## src/rtl/lfsr_keystream.sv

```systemverilog
// -----------------------------------------------------------------------------
// lfsr_keystream
//   Galois LFSR keystream generator. A host loads a non-zero seed, then asks
//   for a burst of num_words key words. Each word is offered on key/key_valid
//   and advances only when the downstream XOR stage accepts it (key_ready).
//   The LFSR is never re-seeded on its own, so consecutive bursts continue
//   one unbroken sequence.
//
// Ports
//   clk        in   1        clock, rising edge
//   rst        in   1        synchronous active-high reset
//   seed_load  in   1        strobe: load seed (IDLE only, seed must be != 0)
//   seed       in   N        seed value
//   start      in   1        strobe: begin a burst (IDLE only)
//   num_words  in   COUNT_W  burst length, sampled with start
//   key        out  N        current LFSR state (drives xoroperator.b)
//   key_valid  out  1        key is offered to the consumer
//   key_ready  in   1        consumer accepts key this cycle
//   busy       out  1        burst in progress
//   done       out  1        one-cycle pulse after the final word is taken
//   seed_err   out  1        one-cycle pulse when a seed load is rejected
// -----------------------------------------------------------------------------
module lfsr_keystream #(
  parameter int           N       = 8,
  parameter logic [N-1:0] TAPS    = 8'hB8,
  parameter int           COUNT_W = 8
) (
  input  logic               clk,
  input  logic               rst,
  input  logic               seed_load,
  input  logic [N-1:0]       seed,
  input  logic               start,
  input  logic [COUNT_W-1:0] num_words,
  output logic [N-1:0]       key,
  output logic               key_valid,
  input  logic               key_ready,
  output logic               busy,
  output logic               done,
  output logic               seed_err
);

  typedef enum logic [1:0] {
    IDLE = 2'd0,
    RUN  = 2'd1,
    DONE = 2'd2
  } state_t;

  state_t             state;
  logic [N-1:0]       lfsr;
  logic [COUNT_W-1:0] count;

  // One Galois step: shift right, fold the taps in when a 1 falls out.
  function automatic logic [N-1:0] lfsr_step(input logic [N-1:0] s);
    return {1'b0, s[N-1:1]} ^ (s[0] ? TAPS : {N{1'b0}});
  endfunction

  // The key is the LFSR register itself, so it is registered in every state.
  assign key = lfsr;

  // Burst controller, LFSR and all registered status outputs.
  always_ff @(posedge clk) begin
    if (rst) begin
      state     <= IDLE;
      lfsr      <= {N{1'b1}};
      count     <= {COUNT_W{1'b0}};
      key_valid <= 1'b0;
      busy      <= 1'b0;
      done      <= 1'b0;
      seed_err  <= 1'b0;
    end else begin
      // done and seed_err are pulses; they only rise for one cycle.
      done     <= 1'b0;
      seed_err <= 1'b0;
      case (state)
        IDLE: begin
          // Seed is applied at the same edge as start, so a simultaneous
          // load makes the new seed the first key of the burst.
          if (seed_load) begin
            if (seed != {N{1'b0}}) begin
              lfsr <= seed;
            end else begin
              seed_err <= 1'b1;
            end
          end
          if (start) begin
            if (num_words != {COUNT_W{1'b0}}) begin
              count     <= num_words;
              state     <= RUN;
              key_valid <= 1'b1;
              busy      <= 1'b1;
            end else begin
              state <= DONE;
              done  <= 1'b1;
            end
          end
        end
        RUN: begin
          if (seed_load) begin
            seed_err <= 1'b1;
          end
          if (key_valid && key_ready) begin
            lfsr  <= lfsr_step(lfsr);
            count <= count - {{(COUNT_W-1){1'b0}}, 1'b1};
            // Leaving from count == 1 means the counter never wraps.
            if (count == {{(COUNT_W-1){1'b0}}, 1'b1}) begin
              state     <= DONE;
              key_valid <= 1'b0;
              busy      <= 1'b0;
              done      <= 1'b1;
            end
          end
        end
        DONE: begin
          if (seed_load) begin
            seed_err <= 1'b1;
          end
          state <= IDLE;
        end
        default: begin
          state     <= IDLE;
          key_valid <= 1'b0;
          busy      <= 1'b0;
        end
      endcase
    end
  end

endmodule

```

## config.mk

```make
export PLATFORM = sky130hd
export DESIGN_NAME = lfsr_keystream
export DESIGN_NICKNAME = d
export VERILOG_FILES = /design/src/rtl/lfsr_keystream.sv
export SDC_FILE = /design/constraint.sdc
export NUM_CORES = 1
export LEC_CHECK = 0
export ABC_AREA = 1
export BUFFER_PORTS_ARGS = -buffer_cell sky130_fd_sc_hd__buf_2
export CORE_UTILIZATION = 48
export DETAILED_ROUTE_END_ITERATION = 16
export PLACE_DENSITY = 0.84
export RECOVER_POWER = 25
export SLEW_MARGIN = 40
export SYNTH_ARGS = -nofsm -noshare
export SYNTH_HDL_FRONTEND = slang
export SYNTH_SLANG_ARGS = --single-unit
export TNS_END_PERCENT = 5
```

## constraint.sdc

```tcl
create_clock -name clk -period 1.7 [get_ports clk]
set_clock_uncertainty 0.15 [all_clocks]
set_input_delay 0 -clock clk [delete_from_list [all_inputs] [get_ports clk]]
set_output_delay 0 -clock clk [all_outputs]
set_load 0.01 [all_outputs]
```

==> results.tsv, run 1 <==
metric	value	unit
CTS clk-pin slew, worst paths	0.14	ns
status	complete, no violations	
cts bufs inserted	3	
Rel. slew slack	62.9	%
top-count cell post-synth	nand2_1	
Fin Setup TNS	0	ns
Worst Hold Class	primary input to flop	
ranking of synthesized cells by area	dfxtp_1 (30%), nand2_1 (20%), nor2_1 (9.5%)	
Yosys top cell area share	30.5	%
Max Fanout on Critical Path	10	
H-tree levels	1	
largest net degree at the start of global routing	20	
vias	1604	
min cycle time layout	1.69	ns
sequential element share of the synthesized area	30.5	%
area delta synth->final	34.6	%
Post-CTS Setup Inserts	0	
Post-route DRC	0	
number of top-level pins	33	
CTS Buffer Depth	2	
nets	309	
initial core utilization	50.4	%
Clock Tree Root	clkbuf_4	
Post-synth ARST share	0	%
die span in x	55.6	µm
RSZ-0062 raised after global routing	true	
GRT Total Usage	27.1	%
synth warn	0	
actual slew at the worst max-slew pin	0.554	ns
Core Rows	19	
Post-synth EDFFs	0	
final hold vios	0	
Pre-antenna DRT Iters	4	
Final Slew Violations	0	
FF+latch count, synth	21	
largest area contributor in the netlist	dfxtp_1	
final cycle utilization of the critical path	99.2	%
hpwl dp	2310	µm
Layout Utilization	67.9	%
peak supply drop	0.00168	V
number of global-route vias before repair	1426	
mapped cell area	1380	µm²
PortBufs	32	
first-pass GRT wire length	6630	µm
Post-Syn Nets	249	
Main synth FF type	dfxtp_1	
CP Capture Type	flop	
Total Wirelength	3900	µm
initial antenna violation count	0	
Setup-failing EPs final	0	
kind of critical path	flop to flop	
critical path data required time	1.81	ns
cells after synthesis	222	
die height	55.6	µm
reg2reg setup slack	0.01	ns
drt wl/cell	12.5	µm
Pwr per Cell Area	1810	nW/µm²
maximum clock frequency	593	MHz
GR Overflow Total	0	
layout cell share with drive strength beyond 1	20.3	%
Clock Latency Late Sink	0.33	ns
post-synth cell types	23	
die area	3090	µm²
Mapped Avg Cell Area	6.21	µm²
Leak	0.940	nW
core area	2730	µm²
antenna-violating nets left	0	
Max-Cap Viols	0	
worst endpoint data arrival time	1.80	ns
Sink Count	21	
CP startpoint kind	flop	
Post-synth top cells	nand2_1 (73), nor2_1 (35), nand3_1 (25)	
Via density	5.14	
Iter 0 DRT Violations	106	
gpl congestion	0.842	
number of antenna cells inserted	0	
CTS tree	built	
==> routing by layer <==
metal / routed length [µm] / GRT usage (%) / part of all wire [%]
met1: 1660 / 34.7 / 42
met2: 1920 / 44.6 / 49
met3: 255 / 6.28 / 6.5
met4: 66 / 9.64 / 1.7
met5: 0 / 0 / 0
==> logic make-up after synthesis <==
kind of cell	Yosys count	share of synthesized area (%)
adder cells (fa/ha/maj)	6	5.44
AO/OA/AOI/OAI	25	9.53
flip-flops	21	30.5
buffers and inverters	26	8.89
AND/OR/NAND/NOR	144	45.6
==> where the power goes <==
part           internal, mW  total, mW  switching, mW
Clock                0.0885      0.268          0.180
Sequential            0.719      0.911          0.192
Combinational         0.873       2.18           1.30
Total                  1.68       3.36           1.68
==> registers in the layout (all words and copies together), names as in the netlist <==
register,flops
state,2
key,8
busy,1
count,8
seed_err,1
done,1
==> per-stage QoR <==
step | cells | area (µm²) | hold slack, ns | setup slack (ns) | total power, mW
after floorplan | 222 | 1380 | -0.0809 | 0.0272 | 2.43
after global placement | 287 | 1590 | 0.0419 | 0.0123 | 2.88
after detailed placement | 287 | 1590 | 0.0448 | -0.0232 | 2.91
after CTS | 313 | 1840 | 0.0535 | 0.00107 | 3.26
after global routing | 312 | 1860 | 0.106 | -0.126 | 3.69
final | 312 | 1860 | 0.0412 | 0.0143 | 3.36
==> area by class of cell <==
cell class	instances	area, µm²
multi-input combinational	176	872
clock inverter	1	5.00
inverter	19	71.3
fill	239	878
sequential	21	422
clock buffer	3	22.5
timing repair buffer	61	424
tap	31	38.8
==> worst paths after layout <==
path	startpoint	end	cells past startpoint
min	num_words[0]	done$_SDFF_PP0_	6
max reg2reg	state[0]$_SDFFE_PP0P_	key[3]$_SDFFE_PP1P_	8
min reg2reg	key[5]$_SDFFE_PP1P_	key[5]$_SDFFE_PP1P_	2
max	state[0]$_SDFFE_PP0P_	key[3]$_SDFFE_PP1P_	8
==> worst max-delay path, cell delays in order (launching register included) <==
cell	delay [ns]
dfxtp_2	0.35
inv_1	0.08
ha_2	0.24
nand2_1	0.08
nor3_2	0.17
nand4_4	0.22
nand2_4	0.17
nand2_1	0.08
nand3_1	0.09
==> timing repair <==
action	4_1_cts	5_1_grt
setup endpoints to repair	9	21
gates cloned	1	0
hold endpoints to repair	19	0
pin swaps	0	2
resized for setup	2	6
hold buffers	21	0
==> placed cells by master (no fill, tap or decap), types with 2 or more instances in the layout <==
master / count
nand3_1: 25
ha_2: 2
ha_1: 4
dfxtp_1: 20
nand2_1: 73
o21ai_0: 14
buf_4: 9
dlygate4sd3_1: 20
buf_2: 29
a21oi_1: 8
nand4_1: 2
inv_1: 18
nor2_1: 34
nor2_2: 3
clkbuf_1: 3
clkbuf_4: 3
Note: power is estimated with default switching activity, not from simulation.
==> inputs of run 2 (changes only) <==
--- a/config.mk
+++ b/config.mk
@@ -7,9 +7,9 @@
 export LEC_CHECK = 0
 export ABC_AREA = 1
 export BUFFER_PORTS_ARGS = -buffer_cell sky130_fd_sc_hd__buf_2
-export CORE_UTILIZATION = 48
+export CORE_UTILIZATION = 50
 export DETAILED_ROUTE_END_ITERATION = 16
-export PLACE_DENSITY = 0.84
+export PLACE_DENSITY = 0.73
 export RECOVER_POWER = 25
 export SLEW_MARGIN = 40
 export SYNTH_ARGS = -nofsm -noshare
==> constraint.sdc (replaced) <==
create_clock -name clk -period 1.59 [get_ports clk]
set_clock_uncertainty 0.15 [all_clocks]
set_input_delay 0 -clock clk [delete_from_list [all_inputs] [get_ports clk]]
set_output_delay 0 -clock clk [all_outputs]
set_load 0.01 [all_outputs]
==> run 2 against run 1 <==
Net effect:
- the flow now finishes with violations (negative setup slack)
- largest power group unchanged
- total power is 23% higher
- maximum frequency up 5.7%
- register-to-register slack got worse by 0.02 ns
- global-route usage up 1.4 points
- sequential cell count unchanged
- clock power barely moved
- final cell count grew 3.2%
- worst hold slack gained 0.20 ns
- critical endpoint unchanged
==> results.tsv, run 2 (synthesis results as in run 1) <==
metric	value	unit
drt wl/cell	12.8	µm
CTS clk-pin slew, worst paths	0.12	ns
maximum clock frequency	627	MHz
Pwr per Cell Area	2010	nW/µm²
actual slew at the worst max-slew pin	0.282	ns
Total Wirelength	4130	µm
H-tree levels	1	
PortBufs	32	
Clock Latency Late Sink	0.31	ns
failing checks	negative setup slack	
gpl congestion	0.772	
worst endpoint data arrival time	1.64	ns
min cycle time layout	1.59	ns
Placed Area	1670	µm²
initial core utilization	54.2	%
area delta synth->final	49.1	%
CTS tree	built	
number of top-level pins	33	
Clock Tree Root	clkbuf_4	
most frequent cells in the layout	nand2_1 (67), nor2_1 (33), buf_2 (28), nand3_1 (24), dlygate4sd3_1 (20)	
cts bufs inserted	3	
Via density	5.18	
number of global-route vias before repair	1440	
CP Capture Type	flop	
layout cell share with drive strength beyond 1	28.1	%
R2R cell count	8	
PnR worst setup slack	-0.00490	ns
peak supply drop	0.00145	V
nets	320	
final hold vios	0	
Layout Utilization	80.8	%
Core Rows	18	
critical path data required time	1.64	ns
hpwl dp	2380	µm
Final Slew Violations	0	
die span in x	54.5	µm
reg2reg setup slack	-0.005	ns
antenna-violating nets left	0	
CP startpoint kind	flop	
GRT Total Usage	28.5	%
die area	2970	µm²
core area	2540	µm²
worst reg2reg startpoint	state[0]$_SDFFE_PP0P_	
first-pass GRT wire length	6040	µm
Hold Path Origin	rst	
Setup-failing EPs final	1	
Post-route DRC	0	
Iter 0 DRT Violations	67	
Post-Layout Inst Area	2060	µm²
Sink Count	21	
die height	54.5	µm
status	complete, but fails checks	
Placed Instances	295	
initial antenna violation count	0	
GR Overflow Total	0	
hold-critical path depth	3	
Layout Cells excl Fill	322	
Worst Hold Class	primary input to flop	
largest net degree at the start of global routing	20	
Rel. slew slack	81.1	%
final cycle utilization of the critical path	100	%
Leak	1.02	nW
most common cell after layout, fill and taps aside	nand2_1	
Hold Crit Endpoint	state[1]$_SDFFE_PP0P_	
Pre-antenna DRT Iters	4	
vias	1668	
kind of critical path	flop to flop	
Max Fanout on Critical Path	6	
worst r2r dst	key[3]$_SDFFE_PP1P_	
number of antenna cells inserted	0	
RSZ-0062 raised after global routing	true	
CTS Buffer Depth	2	
Total Power	4.13	mW
Place WS	-0.0753	ns
Max-Cap Viols	0	
-- run 2: how the worst max path moves through the flow --
stage	from	end	slack [ns]	depth (start not counted)
4_1_cts	state[0]$_SDFFE_PP0P_	state[1]$_SDFFE_PP0P_	-0.07	8
3_5_place_dp	state[0]$_SDFFE_PP0P_	busy$_SDFFE_PP0P_	-0.08	9
3_3_place_gp	state[0]$_SDFFE_PP0P_	busy$_SDFFE_PP0P_	-0.07	9
2_1_floorplan	state[1]$_SDFFE_PP0P_	count[4]$_SDFFE_PP0P_	-0.07	9
6_report	state[0]$_SDFFE_PP0P_	key[3]$_SDFFE_PP1P_	-0.005	8
5_1_grt	state[0]$_SDFFE_PP0P_	key[1]$_SDFFE_PP1P_	-0.08	9
-- run 2: repair_timing --
action / in CTS / in global routing
buffers inserted: 0 / 2
gates resized for setup: 6 / 34
pin swaps: 0 / 9
setup endpoints to repair: 19 / 19
hold buffers: 20 / 0
cloned: 1 / 0
hold endpoints to repair: 19 / 0
-- run 2: per-stage QoR --
step	hold slack [ns]	setup TNS (ns)
after global placement	0.0427	-0.199
after detailed placement	0.0496	-0.740
after floorplan	-0.0809	-0.316
final	0.246	-0.00490
after CTS	0.247	-0.154
after global routing	0.238	-0.806
-- run 2: critical path, stage by stage (launching register included) --
cell and delay (ns):
dfxtp_4 0.37, inv_2 0.07, ha_4 0.18, nand2_2 0.08, nor3_2 0.19, nand4_2 0.12
buf_4 0.18, nand3_1 0.06, nand3_1 0.08
-- run 2: cell type report --
type	count	area (µm²)
inverter	19	76.3
tap	30	37.5
clock buffer	4	26.3
sequential	21	425
multi-input combinational	176	970
timing repair buffer	72	520
fill	174	489
-- run 2: report_power, final --
| group | switching (mW) | internal [mW] | leakage (nW) |
|---|---|---|---|
| logic | 1.63 | 1.24 | 0.825 |
| registers | 0.206 | 0.776 | 0.175 |
| clock network | 0.171 | 0.0980 | 0.0150 |
| total | 2.01 | 2.12 | 1.02 |
-- run 2: metal layers --
layer | wire length (µm) | track usage [%]
met5 | 0 | 0
met4 | 20 | 3.85
met2 | 2150 | 51.4
met3 | 210 | 5.83
met1 | 1760 | 35.0
